## config.mk

```make
export PLATFORM = sky130hd
export DESIGN_NAME = regfile_write_arbiter
export DESIGN_NICKNAME = d
export VERILOG_FILES = /design/src/rtl/regfile_write_arbiter.sv
export SDC_FILE = /design/constraint.sdc
export NUM_CORES = 1
export LEC_CHECK = 0
export CAP_MARGIN = 20
export CORE_MARGIN = 10
export CORE_UTILIZATION = 47
export DETAILED_ROUTE_END_ITERATION = 8
export GPL_ROUTABILITY_DRIVEN = 0
export PLACE_DENSITY_LB_ADDON = 0.1
export SLEW_MARGIN = 40
export SYNTH_ARGS = -nofsm -noshare
export SYNTH_HDL_FRONTEND = slang
export SYNTH_SLANG_ARGS = --single-unit
```

## constraint.sdc

```tcl
create_clock -name clk -period 3.4 [get_ports clk]
set_clock_uncertainty 0.2 [all_clocks]
set_input_delay 0.34 -clock clk [delete_from_list [all_inputs] [get_ports clk]]
set_output_delay 0.34 -clock clk [all_outputs]
set_load 0.005 [all_outputs]
```

## src/rtl/regfile_write_arbiter.sv

```systemverilog
// Register-file write arbiter with pending-write scoreboard.
//
// Two writeback sources, ALU and load unit (MEM), compete for one
// register-array write port. A grant is combinational from the valids and
// the last granted requester. Accepted writes appear on the registered
// store_* port one cycle later. Writes to x0 are accepted and then dropped.
// The scoreboard marks a destination busy at issue and clears it at
// writeback. A set on the same edge as a clear of the same register wins.
//
// Ports
//   clk, reset_n                 sole clock; asynchronous active-low reset
//   alu_valid/ready/rd/data      ALU writeback request and handshake
//   mem_valid/ready/rd/data      load-unit writeback request and handshake
//   iss_valid, iss_rd            issue marker that sets busy[iss_rd]
//   rs1, rs2, hazard             source-operand query against busy
//   busy                         pending-write scoreboard, bit 0 tied low
//   store_en/sel/data            registered register-array write port
//
// Arbitration state
//   last_grant | meaning
//   GNT_ALU    | ALU took the most recent transfer
//   GNT_MEM    | MEM took the most recent transfer (reset value)

module regfile_write_arbiter #(
   parameter int RR_EN = 1
) (
   input  logic        clk,
   input  logic        reset_n,
   input  logic        alu_valid,
   output logic        alu_ready,
   input  logic [4:0]  alu_rd,
   input  logic [31:0] alu_data,
   input  logic        mem_valid,
   output logic        mem_ready,
   input  logic [4:0]  mem_rd,
   input  logic [31:0] mem_data,
   input  logic        iss_valid,
   input  logic [4:0]  iss_rd,
   input  logic [4:0]  rs1,
   input  logic [4:0]  rs2,
   output logic        hazard,
   output logic [31:0] busy,
   output logic        store_en,
   output logic [4:0]  store_sel,
   output logic [31:0] store_data
);

   typedef enum logic {
      GNT_ALU = 1'b0,
      GNT_MEM = 1'b1
   } grant_t;

   grant_t      last_grant;
   grant_t      last_grant_nxt;
   logic        grant_alu;
   logic        grant_mem;
   logic        xfer;
   logic [4:0]  xfer_rd;
   logic [31:0] xfer_data;
   logic [31:1] busy_q;
   logic [31:1] busy_nxt;

   // Readies are gated by reset_n so they read low during reset.
   always_comb begin
      grant_alu      = 1'b0;
      grant_mem      = 1'b0;
      last_grant_nxt = last_grant;
      if (reset_n) begin
         if (alu_valid && mem_valid) begin
            if (RR_EN != 0 && last_grant == GNT_MEM) grant_alu = 1'b1;
            else                                     grant_mem = 1'b1;
         end else begin
            grant_alu = alu_valid;
            grant_mem = mem_valid;
         end
      end
      if (grant_alu)      last_grant_nxt = GNT_ALU;
      else if (grant_mem) last_grant_nxt = GNT_MEM;
   end

   assign alu_ready = grant_alu;
   assign mem_ready = grant_mem;
   assign xfer      = grant_alu | grant_mem;
   assign xfer_rd   = grant_mem ? mem_rd   : alu_rd;
   assign xfer_data = grant_mem ? mem_data : alu_data;

   // Issue set is applied after the writeback clear, so set wins on a tie.
   always_comb begin
      busy_nxt = busy_q;
      for (int r = 1; r < 32; r++) begin
         if (xfer && xfer_rd == 5'(r))        busy_nxt[r] = 1'b0;
         if (iss_valid && iss_rd == 5'(r))    busy_nxt[r] = 1'b1;
      end
   end

   assign busy   = {busy_q, 1'b0};
   assign hazard = busy[rs1] | busy[rs2];

   always_ff @(posedge clk or negedge reset_n) begin
      if (!reset_n) begin
         last_grant <= GNT_MEM;
         busy_q     <= '0;
         store_en   <= 1'b0;
         store_sel  <= '0;
         store_data <= '0;
      end else begin
         last_grant <= last_grant_nxt;
         busy_q     <= busy_nxt;
         store_en   <= xfer && (xfer_rd != 5'd0);
         // x0 writes are dropped, so the write port keeps its last values.
         if (xfer && xfer_rd != 5'd0) begin
            store_sel  <= xfer_rd;
            store_data <= xfer_data;
         end
      end
   end

endmodule

```

Word level (Yosys, flattened, before mapping)
Cells that the tools add are included.
W data, S select, Z words.
{ "totals": {"regBits": 70, "in_bits": 94, "output_inout_bits": 73} }
{ "op_classes": {"n_lt_le_gt_ge": 2, "n_eq_ne": 62, "n_mux": 76, "n_bitwise": 2, "n_reduce_logical": 97} }
{ "ops": {"columns": ["operator", "count"], "rows": [
  ["$eq A5 B5 Y1 const B", 32],
  ["$eq A5 B4 Y1 const B", 16],
  ["$mux W1", 72],
  ["$logic_and A1 B1 Y1", 64],
  ["$reduce_bool A2 Y1", 32],
  ["$eq A5 B3 Y1 const B", 8],
  ["$mux W32", 1],
  ["$eq A5 B2 Y1 const B", 4],
  ["$lt A5 B6 Y1 const B", 2],
  ["$bmux W1 S5", 2],
  ["$eq A5 B1 Y1 const B", 2],
  ["$mux W5", 1],
  ["$reduce_bool A5 Y1", 1],
  ["$or A1 B1 Y1", 2]
]} }

Depth between registers and ports, before layout
Gate-level depths: netlist (run 1).
{ "logic_depth": {"word_depth": 8, "ltp_mapped": 9} }

Least setup slack after synthesis (run 1)
No wires, ideal clock.
{ "synth_timing": {"kind": "input to output", "start": "input port rs2[2]", "end": "output port hazard", "arrival_time_ns": 2.054, "setup_slack_ns": 0.806, "stages": 6, "path_cell_list": "clkbuf_1 > mux4_2 > and4_1 > a311oi_1 > nand4_1 > or4_1"} }
{ "synth_between": {"elab_chain_len": 3} }
{ "synth_rtl": {"columns": ["element", "line_no", "rtl"], "rows": [
  ["start: declaration", "40", "input logic [4:0] rs2,"],
  ["$bmux W1 S5", "97", "assign hazard = busy[rs1] | busy[rs2];"],
  ["$mux W1 (implied by the code)", "97", null],
  ["$or A1 B1 Y1", "97", null],
  ["end: declaration", "41", "output logic hazard,"]
]} }
No other way between the ends. The select of a mux whose other input is x is not followed.

Worst setup path after layout (run 1)
{ "layout_timing": {"start": "input port reset_n", "end": "output port mem_ready"} }
{ "layout_between": {"elab_chain_len": 1} }
{ "layout_rtl": {"columns": ["element", "line_no", "rtl"], "rows": [
  ["start: declaration", "28", "input logic reset_n,"],
  ["$mux W1", "68", "if (reset_n) begin"],
  ["end: declaration", "34", "output logic mem_ready,"]
]} }
No other way between the ends.

==> results of run 1 <==
==> routing by layer <==
metal	share of wire, %	vias to the layer above
li1	-	1834
met5	0	-
met4	1.2	0
met2	50	165
met3	10	16
met1	39	1893
==> placed cells by master (no fill, tap or decap), types with 4 or more instances in the layout <==
master | synthesis | final
nand2b_1 | 5 | 5
buf_4 | 4 | 17
clkbuf_8 | 0 | 10
mux4_1 | 5 | 5
inv_1 | 7 | 7
mux2_2 | 39 | 39
o21ai_0 | 56 | 56
nand4_1 | 4 | 4
mux4_2 | 7 | 7
o2bb2ai_1 | 4 | 4
clkdlybuf4s50_1 | 0 | 159
dfrtp_1 | 69 | 69
a21oi_1 | 6 | 6
nand3b_1 | 4 | 4
nand2_1 | 118 | 118
clkinv_2 | 0 | 4
nor2_1 | 8 | 8
mux2i_1 | 6 | 6
nand3_1 | 7 | 7
==> kinds of logic (layout without fill, tap and decap cells) <==
logic type,after synthesis,after routing,share of synthesized area (%)
AO/OA/AOI/OAI,92,92,13.9
other,1,1,0.0936
flip-flops,70,70,43.8
AND/OR/NAND/NOR,168,168,18.8
multiplexers,57,57,19.7
buffers and inverters,30,206,3.75
==> registers in the layout, summed over array words and instances (netlist names) <==
name and count:
last_grant 1, store_en 1, store_data 32, busy_q 31, store_sel 5
==> worst reg2reg max path, cell delays in order, from the launching register on <==
cell,delay [ns]
dfstp_2,0.56
nand2_1,0.20
nand2_2,0.22
mux2i_1,0.30
o41a_4,0.51
mux2_2,0.42
==> layout make-up <==
type / instances / area share (%)
inverters: 7 / 0.437
well taps: 105 / 2.19
repair buffers: 183 / 29.8
clock inverters: 5 / 0.833
clock buffers: 11 / 2.35
multi-input cells: 318 / 35.3
flip-flops and latches: 70 / 29.2
==> worst min-delay path by stage <==
stage | from | to | slack [ns] | depth (start not counted)
3_5_place_dp | reset_n | busy_q[14] | 0.13 | 2
4_1_cts | store_sel[4] | store_sel[4] | 0.29 | 1
6_report | store_sel[4] | store_sel[4] | 0.29 | 1
5_1_grt | store_sel[4] | store_sel[4] | 0.30 | 1
2_1_floorplan | reset_n | busy_q[10] | -0.16 | 0
3_3_place_gp | reset_n | store_data[1] | 0.14 | 2
==> power groups by stage <==
stage	Sequential, mW	Clock (mW)	Combinational, mW
finish	1.20	0.663	1.04
global route	1.22	0.713	1.12
CTS	1.20	0.669	1.04
detailed placement	1.21	0	1.04
global placement	1.20	0	1.01
floorplan	1.17	0	0.390
==> timing repair <==
item,CTS,global route
resized for setup,2,4
buffers inserted,0,1
hold buffers,1,0
hold endpoints to repair,13,0
endpoints found under the setup margin,1,1
==> per-stage QoR <==
stage | setup WS [ns] | power (mW)
floorplan | 0.806 | 1.56
global route | 0.0838 | 3.06
detailed placement | -0.130 | 2.24
CTS | 0.0447 | 2.91
global placement | -0.107 | 2.21
finish | 0.236 | 2.90
==> impl_results.md, run 1 <==
* # IOs at 167
* Final hold violation count at 0
* Met1 Track Usage GR at 22.1%
* Slowest-stage cell, CP: clkdlybuf4s50_1
* Ys flop type: dfrtp_1
* Ys async rst share at 100%
* Crit path depth at 7
* PortBufs at 165
* Slew Limit Fails at 0
* DP HPWL at 10.6 mm
* Setup-failing EPs final at 0
* Grt met3 use at 9.00%
* Util after Layout at 72.8%
* Psw at 0.868 mW
* Crit path max-delay family: buffers and inverters
* Wirelength per Cell at 19.3 um
* Filler cell count at 602
* DRT Pass-1 Iters at 4
* WP data required at 2.86 ns
* Pint at 2.03 mW
* Total CTS buffers at 9
* Final nets at 683
* CP endpoint: mem_ready
* Grt total ovfl at 0
* Clock network power share at 22.9%
* GR peak layer: met2
* H-tree levels at 3
* Yosys cell types at 50
* Root Driver: clkbuf_8
* Non-Filler Instances at 699
* Synthesized instance count at 418
* FF/Latch Area at 1750 sq um
* Vias at 3908
* Startpoint Class: input pin
* Antenna cells at 0
* Critical path arrival at 2.62 ns
* Drc violations at 0
* DP Area at 5780 sq um
* Met2 Track Usage GR at 34.8%
* Cell Pwr Density at 482 nW/um^2
* Mapped Nets at 512
* # Max-Cap Violations at 0
* Clock Latency Late Sink at 0.34 ns
* Reg-to-reg setup timing slack at 0.87 ns
* CP max stage delay at 0.59 ns
* Number of enable flip-flop cells after synthesis at 0
* Die Wd at 112 um
* Slew margin rel. at 43.4%
* Crit path max fanout at 39
* Syn Area/Cell at 9.58 sq um
* Register area share after synthesis at 43.8%
* Syn-to-layout area delta at 50.0%
* TritonCTS clock tree: yes
* Peak VDD IR at 245 uV
* Post-synth top cells: 118 x nand2_1, 69 x dfrtp_1, 56 x o21ai_0
* Final wirelength at 13.5 mm
* Clock Path Buffers at 2
* Crit-path cells: dlygate4sd3_1 -> buf_2 -> and2_1 -> nand2_2 -> inv_1 -> buf_4 -> clkdlybuf4s50_1
* R2R depth at 5
* Die height at 112 um
* Synth area leaders: dfrtp_1 43%, nand2_1 11%, mux2_2 11%
* Initial Util at 48.5%
* Vias in the first global route at 4062
* Fin crit period at 3.16 ns
* Initial antenna violation count at 0
* Core area at 8260 sq um
* Reg2reg end: store_data[12]
* Setup TNS at 0 ns
* Initial detailed-routing violation count at 270
* Crit Reg-Reg Startpoint: last_grant
* Worst Path Buf+Inv at 5
* WHS at 0.286 ns
* Sw Ratio at 30.0%
* Clock Sinks at 70
* LEAKAGE at 2.57 nW
* Max Clk Rate at 0.316 GHz
* # rows at 33
* Placed Cells at 681
* Crit. End Element: output pin
* Synth Warn # at 0
* Largest net degree at the start of global routing at 58
* Sequential share of power at 41.4%
* Total track usage at 20.3%
* Most common cell in the synthesized netlist: nand2_1
* First-pass GRT wire length at 21.0 mm
* Full die area at 12600 sq um
* Worst-margin pin slew at 0.844 ns
* Ratio of cells with drive above 1 in the final layout at 14.3%
* Post-route cell area at 6010 sq um
* Footprint of the multi-input gates at 2120 sq um
* Critical path class: in2out
* RSZ-0062 raised after global routing: false
* Combinational fraction of design power at 35.7%
* Top cell type's share of synthesized area at 43.1%
* Yosys reg bits at 70
* DR vias/cell at 5.59
* Clock slew at reported path FFs at 0.07 ns
* Largest area contributor in the netlist: dfrtp_1
* Final cycle utilization of the critical path at 93.1%
* Worst hold path type: reg2reg
* Worst Setup SP: reset_n
* Final ANT Viol Nets at 0
* Status: finished clean
* Mapped Area at 4010 sq um
(Power assumes the default switching activity.)
==> run 2, diff against run 1 <==
CTS_CLUSTER_DIAMETER = 100   (was unset)
==> results of run 2 <==
Final layout, timing and power as in run 1 (identical DEF).
